<file path="src/rtl/grf.sv">
// 32 x 32-bit MIPS general register file: two combinational read ports, one clocked write port,
// writeback trace and saturating committed-write counter. Define GRF_BYPASS_EN for write-through forwarding.
module grf #(
  parameter int NREG = 32,
  parameter int DW   = 32,
  parameter int CNTW = 16
) (
  input  logic            clk,
  input  logic            reset,
  input  logic            WE,
  input  logic [4:0]      A1,
  input  logic [4:0]      A2,
  input  logic [4:0]      A3,
  input  logic [DW-1:0]   WD,
  input  logic [31:0]     PC,
  output logic [DW-1:0]   RD1,
  output logic [DW-1:0]   RD2,
  output logic [CNTW-1:0] wr_cnt
);

  logic [DW-1:0]   r_q [NREG];
  logic [DW-1:0]   r_d [NREG];
  logic [NREG-1:0] wsel;
  logic [CNTW-1:0] cnt_q;
  logic [CNTW-1:0] cnt_d;
  logic            we_clean;
  logic            commit;

  // An unknown WE falls through to the else branch, so X never writes.
  always_comb begin
    we_clean = 1'b0;
    if (WE) we_clean = 1'b1;
  end

  always_comb commit = we_clean && (A3 != 5'd0);

  for (genvar gi = 0; gi < NREG; gi++) begin : g_wsel
    localparam logic [4:0] IDX = 5'(gi);
    if (gi == 0) begin : g_zero
      assign wsel[gi] = 1'b0;
    end else begin : g_reg
      assign wsel[gi] = commit && (A3 == IDX);
    end
  end

  always_comb begin
    for (int i = 0; i < NREG; i++) begin
      r_d[i] = wsel[i] ? WD : r_q[i];
    end
  end

  always_ff @(posedge clk) begin
    if (reset) begin
      for (int i = 0; i < NREG; i++) r_q[i] <= '0;
    end else begin
      for (int i = 0; i < NREG; i++) r_q[i] <= r_d[i];
    end
  end

  // Counter holds at all-ones; the write itself still commits.
  always_comb begin
    cnt_d = cnt_q;
    if (commit && (cnt_q != {CNTW{1'b1}})) cnt_d = cnt_q + CNTW'(1);
  end

  always_ff @(posedge clk) begin
    if (reset) cnt_q <= '0;
    else       cnt_q <= cnt_d;
  end

  assign wr_cnt = cnt_q;

  always_comb begin
    RD1 = (A1 == 5'd0) ? '0 : r_q[A1];
    RD2 = (A2 == 5'd0) ? '0 : r_q[A2];
`ifdef GRF_BYPASS_EN
    if (we_clean && !reset && (A3 != 5'd0) && (A3 == A1)) RD1 = WD;
    if (we_clean && !reset && (A3 != 5'd0) && (A3 == A2)) RD2 = WD;
`endif
  end

`ifndef SYNTHESIS
  // Trace stays line-comparable with the course reference output, including writes to $0.
  always_ff @(posedge clk) begin
    if (!reset && we_clean) $display("@%h: $%d <= %h", PC, A3, WD);
    if (!reset && $isunknown(WE)) $display("grf: warning, WE unknown at PC %h, write suppressed", PC);
  end
`endif

endmodule

</file>
<file path="config.mk">
export PLATFORM = sky130hd
export DESIGN_NAME = grf
export DESIGN_NICKNAME = d
export VERILOG_FILES = /design/src/rtl/grf.sv
export SDC_FILE = /design/constraint.sdc
export NUM_CORES = 2
export LEC_CHECK = 0
export BUFFER_PORTS_ARGS = -buffer_cell sky130_fd_sc_hd__buf_2
export CAP_MARGIN = 0
export CORE_MARGIN = 4
export CORE_UTILIZATION = 31
export DETAILED_ROUTE_END_ITERATION = 10
export SYNTH_ARGS = -nofsm -noshare
export SYNTH_HDL_FRONTEND = slang
export SYNTH_SLANG_ARGS = --single-unit
export TNS_END_PERCENT = 10
</file>
<file path="constraint.sdc">
create_clock -name clk -period 9.1 [get_ports clk]
set_clock_uncertainty 0.2 [all_clocks]
set_input_delay 1.82 -clock clk [delete_from_list [all_inputs] [get_ports clk]]
set_output_delay 1.82 -clock clk [all_outputs]
set_load 0.02 [all_outputs]
</file>
==> impl_metrics.ini <==
[die]
core_area_um2 = 158400
rows = 146
die_w_um = 407.3
die_h_um = 407.3
initial_utilization_pct = 31.21
pin_count = 162
die-area_um2 = 165900

[drt]
drt-initial-drc-count = 4623
wl_per_cell_um = 32.08
wl_um = 176000
drc = 0
via_count = 32560
drt_pass1_iterations = 8
final_antenna_net_count = 0
vias_per_cell = 5.935

[layout]
drive_above_1_share_pct = 26.99
fin_cells = 5487
synthToLayoutAreaGrowth_pct = 13.38
utilization_pct = 35.38
n_fill_cell = 14950
final_cell_area_um2 = 56040
layout.nets = 3402

[clocking]
htree_num_levels = 3
tritoncts = yes
ctsHoldBuffers = 0
clk_latency_ps = 680
cts_resized = 0
clk_pin_slew_ps = 60
cts.sinks = 1008
root_buffer = clkbuf_16
post_cts_buffers = 0
clock_path_buffers = 3
cts_made_buffers = 109

[global_routing]
grt_pass1_vias = 32240
busiest_layer = met2
grt_use_total_pct = 20.53
met2_usage_pct = 33.51
grt_use_met1_pct = 26.88
grt_first_pass_wirelength_um = 245800
grt-ovfl-total = 0
antenna_found_initial = 6
grt_max_degree = 106
grt.met3_usage_pct = 3.653

[pwr]
power.share.clock_pct = 39.3
netSwitchingPower_uw = 2974
internal_power_uw = 8575
peakVddDrop_uv = 159.6
p_total_uw = 11550
p_comb_share_pct = 12.2
pwr-share-seq_pct = 48.5
power_density_nw_per_um2 = 206.1
p_leak_uw = 0.01846
switching_share_pct = 25.75

[logic_synthesis]
ys.flop_type = edfxtp_1
synth_edf_count = 992
yosysMostFrequentCell = edfxtp_1
synth_top_area_cell = edfxtp_1
yosys_register_bits = 1008
yosys_warnings = 0
synth_cells = 3302
ys_seq_area_share_pct = 60.92
synth_nets = 3385
synth_top_area_share_pct = 60.27
syn_avg_cell_area_um2 = 14.97
synth_cell_type_count = 57
ys_async_sr_fraction_pct = 0
yosys-top-cells-area = edfxtp_1, mux4_2, nor2_1
synth_area_um2 = 49420
synth_common_cells = edfxtp_1, nor2_1, mux4_2, clkbuf_1, mux2i_1

[sta]
worst_slew_pin_slew_ps = 1130
relSlewSlack_pct = 24.64
rsz0062_at_grt = false
fin_crit_ps = 7122
slew_viol_final = 0
fmax_mhz = 140.4
fin_tns_setup_ps = 0
final_hold_viol_count = 0
setup_viol = 0
period_share_pct = 78.26

[place]
finalWeightedCongestion = 0.8377
io_buffers = 129
dpl.cell_count = 5280
dpl-instance-area_um2 = 52390
hpwl_um = 105000

[setup_path]
crit_type = input pin to output port
crit_fanout = 103
r2r_slack_ps = 6940
worstSetupStartpointType = input pin
worst_setup_path_end_kind = output port
r2r_cells = 5
cp.arrival_ps = 5100
crit_required_ps = 7080

[hold_path]
hp-class = flip-flop to flip-flop
min_path_cells = 2

[status]
status = completed

[flow_run]
drv_cap = 0
metrics by stage:
| stage | hold slack, ps | setup WS (ps) |
|---|---|---|
| floorplan | 413.8 | 3649 |
| global placement | 326.7 | 2170 |
| detailed placement | 336.1 | 2161 |
| CTS | 350.8 | 2158 |
| global route | 382.5 | 2017 |
| finish | 350.0 | 1978 |
final timing paths:
| kind | startpoint | end |
|---|---|---|
| worst min-delay path | wr_cnt[5] | wr_cnt[5] |
| worst min register to register | wr_cnt[5] | wr_cnt[5] |
| worst max-delay path | A2[1] | RD2[28] |
| worst max register to register | wr_cnt[0] | wr_cnt[15] |
state kept, by name, indices dropped and copies added (netlist names):
signal  flops
wr_cnt     16
r_q       992
worst max-delay path, cell delays in order:
cell and delay, ps:
buf_8 460, buf_12 610, and2_1 980, a221oi_1 180
a221oi_1 370, nor3_1 260, buf_2 230
layout by cell type, fill, tap and decap left out, types with 9 or more instances in the layout:
| cell | netlist | routed |
|---|---|---|
| edfxtp_1 | 992 | 992 |
| nor2_1 | 602 | 598 |
| mux4_2 | 353 | 353 |
| mux2i_1 | 157 | 157 |
| buf_2 | 69 | 122 |
| clkbuf_16 | 0 | 110 |
| mux2_2 | 105 | 105 |
| a22oi_1 | 99 | 99 |
| buf_4 | 11 | 99 |
| a221oi_1 | 92 | 92 |
| nor2b_1 | 73 | 68 |
| a21oi_1 | 65 | 65 |
| nand3_1 | 63 | 59 |
| o22ai_1 | 44 | 44 |
| nand4_1 | 39 | 39 |
| inv_1 | 38 | 37 |
| nand2b_1 | 55 | 36 |
| nor3_1 | 37 | 35 |
| o21ai_0 | 32 | 32 |
| clkinv_1 | 1 | 31 |
| nand2b_2 | 0 | 19 |
| clkinv_2 | 0 | 17 |
| dfxtp_1 | 16 | 16 |
| nand2_1 | 24 | 15 |
| clkbuf_1 | 183 | 15 |
| a221o_1 | 13 | 13 |
| bufinv_16 | 0 | 13 |
| o21bai_4 | 0 | 12 |
| xnor2_1 | 11 | 11 |
| mux2_1 | 10 | 10 |
| nand2_2 | 0 | 9 |
cell families after synthesis:
family	after synthesis	synth area share [%]
AO/OA/AOI/OAI	377	5.496
XOR/XNOR	11	0.1949
adder cells (fa/ha/maj)	1	0.02531
buffers and inverters	365	3.256
flip-flops	1008	60.92
multiplexers	625	21.89
AND/OR/NAND/NOR	915	8.220
metal layers:
layer | wire [um] | vias to the layer above
met5 | 34 | -
met4 | 9020 | 6
met3 | 16850 | 402
met2 | 83670 | 2033
met1 | 66420 | 17060
li1 | - | 13060
layout make-up:
class                      count  area [um^2]  area share [%]
tap                         2072         2592           4.626
clock buffer                 125         2809           5.013
multi-input combinational   1929        18010           32.14
inverter                      40        150.1          0.2679
sequential                  1008        30110           53.73
timing repair buffer         231         1529           2.728
antenna                        2        5.005        0.008931
clock inverter                80        830.8           1.483
power by group through the flow:
stage	Sequential (uW)	Combinational (uW)	Clock, uW
after floorplan	5630	891	0
after global placement	5670	1410	0
after detailed placement	5690	1410	0
after CTS	5590	1410	4580
after global routing	5630	1480	4770
final	5600	1410	4540
(Power assumes the default switching activity.)
